===== config.mk =====
export PLATFORM = sky130hd
export DESIGN_NAME = ammo_controller
export DESIGN_NICKNAME = d
export VERILOG_FILES = /design/src/rtl/ammo_controller.sv
export SDC_FILE = /design/constraint.sdc
export NUM_CORES = 1
export LEC_CHECK = 0
export BUFFER_PORTS_ARGS = -buffer_cell sky130_fd_sc_hd__buf_2
export CAP_MARGIN = 20
export CORE_ASPECT_RATIO = 0.9
export CORE_MARGIN = 5
export CORE_UTILIZATION = 55
export DETAILED_ROUTE_END_ITERATION = 7
export GPL_ROUTABILITY_DRIVEN = 0
export PLACE_DENSITY = 0.75
export SYNTH_ARGS = -nofsm -noshare
export SYNTH_HDL_FRONTEND = slang
export SYNTH_SLANG_ARGS = --single-unit
export TNS_END_PERCENT = 100

===== constraint.sdc =====
create_clock -name clk -period 4.8 [get_ports clk]
set_input_delay 0.72 -clock clk [delete_from_list [all_inputs] [get_ports clk]]
set_output_delay 0.72 -clock clk [all_outputs]
set_load 0.01 [all_outputs]

===== src/rtl/ammo_controller.sv =====
// ammo_controller
// ---------------------------------------------------------------------------
// Ammunition manager feeding the bullet HUD renderer. Converts the fire and
// reload button levels into single-shot events, produces a one-cycle
// projectile-spawn pulse, enforces a per-shot cooldown and runs a timed,
// round-by-round reload. All timing is counted in video frames using the
// one-cycle frame tick from the VGA timing generator.
//
// Parameters:
//   MAX_AMMO         magazine size and reset value of count (1..7)
//   COOLDOWN_FRAMES  frames between a shot and the next accepted shot (>=1)
//   RELOAD_FRAMES    frames per round restored during reload (>=1)
//
// Ports:
//   clk         in   system clock, the only clock
//   rst         in   synchronous active-high reset
//   frame_tick  in   one-cycle pulse once per frame
//   fire_btn    in   fire button level (synchronized, debounced)
//   reload_btn  in   reload button level (synchronized, debounced)
//   count       out  rounds in the magazine, 0..MAX_AMMO (registered)
//   fire        out  one-cycle projectile-spawn pulse (registered)
//   reloading   out  high while reloading (registered)
// ---------------------------------------------------------------------------
module ammo_controller #(
  parameter int MAX_AMMO        = 5,
  parameter int COOLDOWN_FRAMES = 8,
  parameter int RELOAD_FRAMES   = 30
) (
  input  logic       clk,
  input  logic       rst,
  input  logic       frame_tick,
  input  logic       fire_btn,
  input  logic       reload_btn,
  output logic [2:0] count,
  output logic       fire,
  output logic       reloading
);

  localparam int MAX_FRAMES = (COOLDOWN_FRAMES > RELOAD_FRAMES) ? COOLDOWN_FRAMES : RELOAD_FRAMES;
  localparam int TW         = $clog2(MAX_FRAMES + 1);

  localparam logic [2:0]    MAX_C  = 3'(MAX_AMMO);
  localparam logic [TW-1:0] COOL_T = TW'(COOLDOWN_FRAMES);
  localparam logic [TW-1:0] REL_T  = TW'(RELOAD_FRAMES);
  localparam logic [TW-1:0] ONE_T  = TW'(1);

  typedef enum logic [1:0] {
    ST_READY    = 2'd0,
    ST_COOLDOWN = 2'd1,
    ST_RELOAD   = 2'd2
  } state_t;

  state_t        r_state;
  logic [TW-1:0] r_timer;
  logic [2:0]    r_count;
  logic          r_fire;
  logic          r_reloading;
  logic          r_fire_q;
  logic          r_reload_q;
  // A button that was high when reset was applied must be seen low once
  // before any of its rising edges are honoured; otherwise a button held
  // through reset would fire as soon as reset drops (the *_q copies are
  // cleared by reset).
  logic          r_fire_arm;
  logic          r_reload_arm;

  state_t        w_state_next;
  logic [TW-1:0] w_timer_next;
  logic [2:0]    w_count_next;
  logic          w_fire_next;
  logic          w_fire_edge;
  logic          w_reload_edge;

  assign w_fire_edge   = fire_btn   & ~r_fire_q   & r_fire_arm;
  assign w_reload_edge = reload_btn & ~r_reload_q & r_reload_arm;

  always_ff @(posedge clk) begin
    if (rst) begin
      r_state      <= ST_READY;
      r_timer      <= '0;
      r_count      <= MAX_C;
      r_fire       <= 1'b0;
      r_reloading  <= 1'b0;
      r_fire_q     <= 1'b0;
      r_reload_q   <= 1'b0;
      r_fire_arm   <= ~fire_btn;
      r_reload_arm <= ~reload_btn;
    end else begin
      r_state      <= w_state_next;
      r_timer      <= w_timer_next;
      r_count      <= w_count_next;
      r_fire       <= w_fire_next;
      r_reloading  <= (w_state_next == ST_RELOAD);
      r_fire_q     <= fire_btn;
      r_reload_q   <= reload_btn;
      r_fire_arm   <= r_fire_arm   | ~fire_btn;
      r_reload_arm <= r_reload_arm | ~reload_btn;
    end
  end

  always_comb begin
    w_state_next = r_state;
    w_timer_next = r_timer;
    w_count_next = r_count;
    w_fire_next  = 1'b0;

    case (r_state)
      ST_READY: begin
        // Fire has priority over a simultaneous reload edge.
        if (w_fire_edge && (r_count != 3'd0)) begin
          w_fire_next  = 1'b1;
          w_count_next = r_count - 3'd1;
          w_timer_next = COOL_T;
          w_state_next = ST_COOLDOWN;
        end else if (w_reload_edge && (r_count < MAX_C)) begin
          w_timer_next = REL_T;
          w_state_next = ST_RELOAD;
        end
      end

      ST_COOLDOWN: begin
        if (frame_tick) begin
          if (r_timer <= ONE_T) begin
            // An empty magazine starts reloading on its own.
            if (r_count == 3'd0) begin
              w_timer_next = REL_T;
              w_state_next = ST_RELOAD;
            end else begin
              w_timer_next = '0;
              w_state_next = ST_READY;
            end
          end else begin
            w_timer_next = r_timer - ONE_T;
          end
        end
      end

      ST_RELOAD: begin
        // A shot cancels the reload and wins over a same-cycle tick;
        // rounds already restored stay in the magazine.
        if (w_fire_edge && (r_count != 3'd0)) begin
          w_fire_next  = 1'b1;
          w_count_next = r_count - 3'd1;
          w_timer_next = COOL_T;
          w_state_next = ST_COOLDOWN;
        end else if (frame_tick) begin
          if (r_timer <= ONE_T) begin
            if (r_count < MAX_C) begin
              w_count_next = r_count + 3'd1;
            end
            if ((r_count + 3'd1) >= MAX_C) begin
              w_timer_next = '0;
              w_state_next = ST_READY;
            end else begin
              w_timer_next = REL_T;
            end
          end else begin
            w_timer_next = r_timer - ONE_T;
          end
        end
      end

      default: begin
        w_timer_next = '0;
        w_state_next = ST_READY;
      end
    endcase
  end

  assign count     = r_count;
  assign fire      = r_fire;
  assign reloading = r_reloading;

endmodule

Word level (Yosys, flattened, before mapping)
Index checks and enable logic that the tools add are counted.
{"block": "word_totals", "register_bits": 16, "latchBits": 0, "mem_bits_rw": 0, "rom_bits": 0, "input_bits": 5, "output_inout_bits": 5, "wordCells": 74, "memories": 0}
{"block": "op_classes", "add_sub_neg": 3, "mul": 0, "div_mod_pow": 0, "n_lt_le_gt_ge": 3, "n_eq_ne": 9, "shifts": 0, "mux": 29, "bitwise_logic": 11, "reduce_logical": 10}
{"operator": "2-to-1 mux 5 bit", "n": 9}
{"operator": "2-to-1 mux 2 bit", "n": 9}
{"operator": "2-to-1 mux 3 bit", "n": 5}
{"operator": "case mux 5 bit (3 select lines)", "n": 1}
{"operator": "!= test 3 bit, second input constant", "n": 4}
{"operator": "case mux 2 bit (3 select lines)", "n": 1}
{"operator": "case mux 3 bit (2 select lines)", "n": 1}
{"operator": "<= comparator 5 x 1 -> 1 bit, second input constant", "n": 1}
{"operator": "NOT 1 bit", "n": 5}
{"operator": "AND reduction 5 bit", "n": 1}
{"operator": "subtractor 5 x 1 -> 5 bit, second input constant", "n": 1}
{"operator": "AND 1 bit", "n": 4}
{"operator": "== test 2 bit, second input constant", "n": 2}
{"operator": "!= test 2 bit, second input constant", "n": 2}
{"operator": "OR reduction 2 bit", "n": 2}
{"operator": "adder 3 x 1 -> 3 bit, second input constant", "n": 1}
{"operator": "greater-or-equal comparator 3 bit, second input constant", "n": 1}
{"operator": "zero test 3 bit", "n": 1}
{"operator": "less-than comparator 3 bit, second input constant", "n": 1}
{"operator": "2-to-1 mux 1 bit", "n": 3}
{"operator": "AND reduction 3 bit", "n": 1}
{"operator": "nonzero test 3 bit", "n": 1}
{"operator": "subtractor 3 x 1 -> 3 bit, second input constant", "n": 1}
{"operator": "== test 2 x 1 -> 1 bit, second input constant", "n": 1}
{"operator": "4 further kinds", "n": 6}

Logic depth before layout (Yosys ltp)
{"block": "depth", "ltp_word": 8, "depth_mapped": 7, "ltp_nobuf": 7}

Least setup slack after synthesis
Ideal clock, no wire load.
{"block": "synth_path", "path_kind": "register to register", "start": "register r_count[0] (netlist: count[0])", "end": "register r_timer[1]", "setup_ps": 122, "t_arrival_ps": 1764, "t_required_ps": 4678, "path_slack_ps": 2915, "stages_incl_launch_ff": 8, "path_buffers": 0, "path_cell_list": "dfxtp_1 > inv_1 > ha_1 > nor2b_1 > o22ai_1 > o211ai_1 > and2b_1 > a221o_1"}
{"block": "synth_between", "elab_chain_cells": 7, "elab_cells_between_ends": 19}
{"element": "start, declared", "line": "55", "text": "logic [2:0] r_count;"}
{"element": "start signal, assigned", "line": "91", "text": "r_count <= w_count_next;"}
{"element": "adder 3 x 1 -> 3 bit", "line": "151", "text": "if ((r_count + 3'd1) >= MAX_C) begin"}
{"element": "greater-or-equal comparator 3 bit", "line": "151"}
{"element": "2-to-1 mux 5 bit", "line": "151"}
{"element": "2-to-1 mux 5 bit", "line": "147", "text": "if (r_timer <= ONE_T) begin"}
{"element": "2-to-1 mux 5 bit", "line": "146", "text": "end else if (frame_tick) begin"}
{"element": "2-to-1 mux 5 bit", "line": "141", "text": "if (w_fire_edge && (r_count != 3'd0)) begin"}
{"element": "case mux 5 bit (3 select lines)", "line": "107", "text": "case (r_state)"}
{"element": "end signal, assigned", "line": "90", "text": "r_timer <= w_timer_next;"}
{"element": "end, declared", "line": "54", "text": "logic [TW-1:0] r_timer;"}
Several ways; a longest one is shown, not always the timed one. The select of a mux whose other input is x is not followed.
A chain may end at the register's enable or synchronous reset.

Worst setup path in the final report
{"block": "layout_path", "start": "register r_count[0] (netlist: count[0])", "end": "register r_timer[4]"}
The elaborated chain is that of the path after synthesis.

==> impl_metrics.ini <==
[status]
outcome = completed

[layout]
fin_nets = 132
register_area_um2 = 320
antennaDiodeCount = 0
layout.cells.most_common = dfxtp_1
final_layout_size_suffix_gt1_share_pct = 20.7
multi_input_comb_area_um2 = 622
fillCellCount = 151
mostFrequentLayoutCells = dfxtp_1 (16), inv_1 (9), buf_2 (9)
finalNonFillerCells = 145
flow.area_growth_from_synthesis_pct = 9.86

[floorplanning]
core.rowCount = 14
die_width_um = 54.7
die-height_um = 50.2
start_util_pct = 58.2
core_area_um2 = 1700
top_level_ports = 10
die_area_um2 = 2750

[clock_network]
clk_path_buf_depth = 2
htreeDepth = 1
cts-hold-fix-buffers = 0
cts_buffers = 3
clk-insertion-delay-late_ns = 0.28
cts_setup_buffers = 0
clock-root-buffer = clkbuf_4
tritoncts_num_sinks = 16
cts_resized = 0
tritoncts = yes
clkTransAtPathRegs_ns = 0.09

[worst_setup_path]
cp-endpoint = r_timer[4]
setup.worst_path.start = count[0]
crit_path_max_fanout = 5
cp.required_ns = 4.97
number_of_cells_on_the_worst_reg_to_reg_path = 7
critPathMaxStageDelay_ns = 0.42
critical_path.endpoint_type = register
timing.critical_path.arrival_ns = 2.18
rrSetupSlack_ns = 2.79
critical_path.reg2reg.startpoint = count[0]
timing.critical_path.max_delay_family = compound AO/OA/AOI/OAI gates
timing.critical_path.depth = 7
worst_setup_sp_type = register
critical_path_class = reg2reg
critical_path.reg2reg.endpoint = r_timer[4]
critical-path-slowest-cell = dfxtp_1
path_cells = inv_1 -> ha_1 -> nor2b_1 -> o22ai_1 -> o211ai_1 -> and2b_1 -> a221o_1
worst-path-buf-inv = 1

[routing]
first_pass_iters = 4
via_count = 847
detailed_route_wire_length_per_cell_um = 13.2
drtAntennaViolNets = 0
viasPerCell = 5.84
drt_iter0_drc = 28
postRouteWirelength_um = 1910
detail_route.drc_violations = 0

[timing]
holdWs_ns = 0.485
setup_viol_count_final = 0
post-route-period-util_pct = 41.8
finalMaxSlewViolations = 0
relSlewSlack_pct = 71.6
final-hold-violation-count = 0
max_freq_mhz = 498
rsz0062_at_grt = false
finalWorstPathRequiredPeriod_ns = 2.01
tightest_slew_ns = 0.425
fin_setup_tns_ns = 0
fin_skew_ns = 0.00213

[grt]
globalRouteOverflowTotal = 0
grt_antenna_before_repair = 0
grt_use_total_pct = 16.5
grt_max_degree = 18
global_route_wire_length_before_repair_um = 3470
grt_pass1_vias = 815

[power]
power.ir.vdd_worst_mv = 0.225
power.static_leakage_nw = 0.425
power_per_cell_area_nw_per_um2 = 300

[synth]
postSynth.topFlopCell = dfxtp_1
synth_seq_cells = 16
synth_largest_type_area_fraction_pct = 32.4
synthDistinctLibCells = 44
syn_nets = 121
asyncSetResetFlopFracSynth_pct = 0
yosysWarningCount = 0
netlist_instances = 111
post_synth_instance_area_um2 = 990
synthesis.area_per_instance_um2 = 8.92
ys_seq_area_share_pct = 32.4
synth.area.top_cells = dfxtp_1 (32%), ha_1 (6.3%), a21oi_1 (3.5%), inv_1 (3.4%), a221o_1 (3.0%)
number_of_enable_flip_flop_cells_after_synthesis = 0
library_cell_with_the_largest_summed_area_after_synthesis = dfxtp_1

[job]
max-cap-violations = 0

[hold_path]
worstHoldPathCells = 2
hold_path.class = reg2reg

[place]
dp_cells = 141
placement.io_buffers = 9
dp_hpwl_um = 1510
==> kinds of logic after synthesis <==
kind of cell | after synthesis | share of synthesized area [%]
simple gates | 40 | 24.3
compound gates | 32 | 26.6
flops | 16 | 32.4
buf+inv | 12 | 4.80
fa+ha+maj | 5 | 6.32
xor+xnor | 4 | 3.54
mux | 2 | 2.15
==> flip-flops by register name, summed over array words and instances, names as in the netlist <==
name / cells
count: 3
fire: 1
r_fire_arm: 1
r_fire_q: 1
r_reload_arm: 1
r_reload_q: 1
r_state: 2
r_timer: 5
reloading: 1
==> report_power, final <==
part | switching [mW] | total, mW | leakage [nW] | internal [mW]
sequential | 0.0118 | 0.154 | 0.131 | 0.142
clock | 0.0388 | 0.0849 | 0.0210 | 0.0461
combinational | 0.0509 | 0.0873 | 0.272 | 0.0363
total | 0.102 | 0.326 | 0.425 | 0.225
==> worst reg2reg max path, stage by stage (launching register included) <==
cell      delay (ns)
dfxtp_1         0.42
inv_1           0.11
ha_1            0.24
nor2b_1         0.19
o22ai_1         0.18
o211ai_1        0.19
and2b_1         0.23
a221o_1         0.34
==> cell usage after synthesis, types with 2 or more instances <==
cell type	n
o22ai_1	2
o211ai_1	3
nor3_1	5
buf_2	2
xnor2_1	3
nor3_2	2
nand2_1	5
o21ai_0	3
and3_1	3
a21oi_1	7
inv_1	9
nand2b_1	3
or2_2	2
nor2b_1	3
nand3b_1	3
ha_1	5
a221o_1	3
or3_1	2
nor2_1	6
dfxtp_1	16
==> layout make-up <==
cell class                      count  area share (%)
Multi-Input combinational cell     83            57.2
Timing Repair Buffer                9            4.14
Inverter                            9            3.11
Clock buffer                        4            3.34
Tap cell                           24            2.76
Sequential cell                    16            29.5
==> per-stage QoR <==
| stage | total power [mW] | worst slack (ns) | utilization [%] | instance area, µm² |
|---|---|---|---|---|
| 2_1_floorplan | 0.224 | 2.91 | - | 990 |
| 3_3_place_gp | 0.242 | 2.81 | 61.9 | 1050 |
| 3_5_place_dp | 0.243 | 2.76 | 61.9 | 1050 |
| 4_1_cts | 0.329 | 2.80 | 64.0 | 1090 |
| 5_1_grt | 0.351 | 2.65 | 64.0 | 1090 |
| 6_report | 0.326 | 2.79 | 64.0 | 1090 |
==> per-layer routing <==
| metal | global-route usage [%] | vias up | share of wire [%] |
|---|---|---|---|
| met5 | 0 | - | 0 |
| met4 | 2.49 | 0 | 0 |
| li1 | - | 430 | - |
| met3 | 5.33 | 0 | 6.4 |
| met2 | 26.8 | 25 | 47 |
| met1 | 21.5 | 392 | 47 |
==> how the worst min path moves through the flow <==
stage                 startpoint      endpoint  slack (ns)
floorplan           r_reload_arm  r_reload_arm        0.45
global placement    r_reload_arm  r_reload_arm        0.47
detailed placement  r_reload_arm  r_reload_arm        0.47
CTS                 r_reload_arm  r_reload_arm        0.49
global route        r_reload_arm  r_reload_arm        0.53
finish              r_reload_arm  r_reload_arm        0.49
Power figures use the tool's default switching activity.
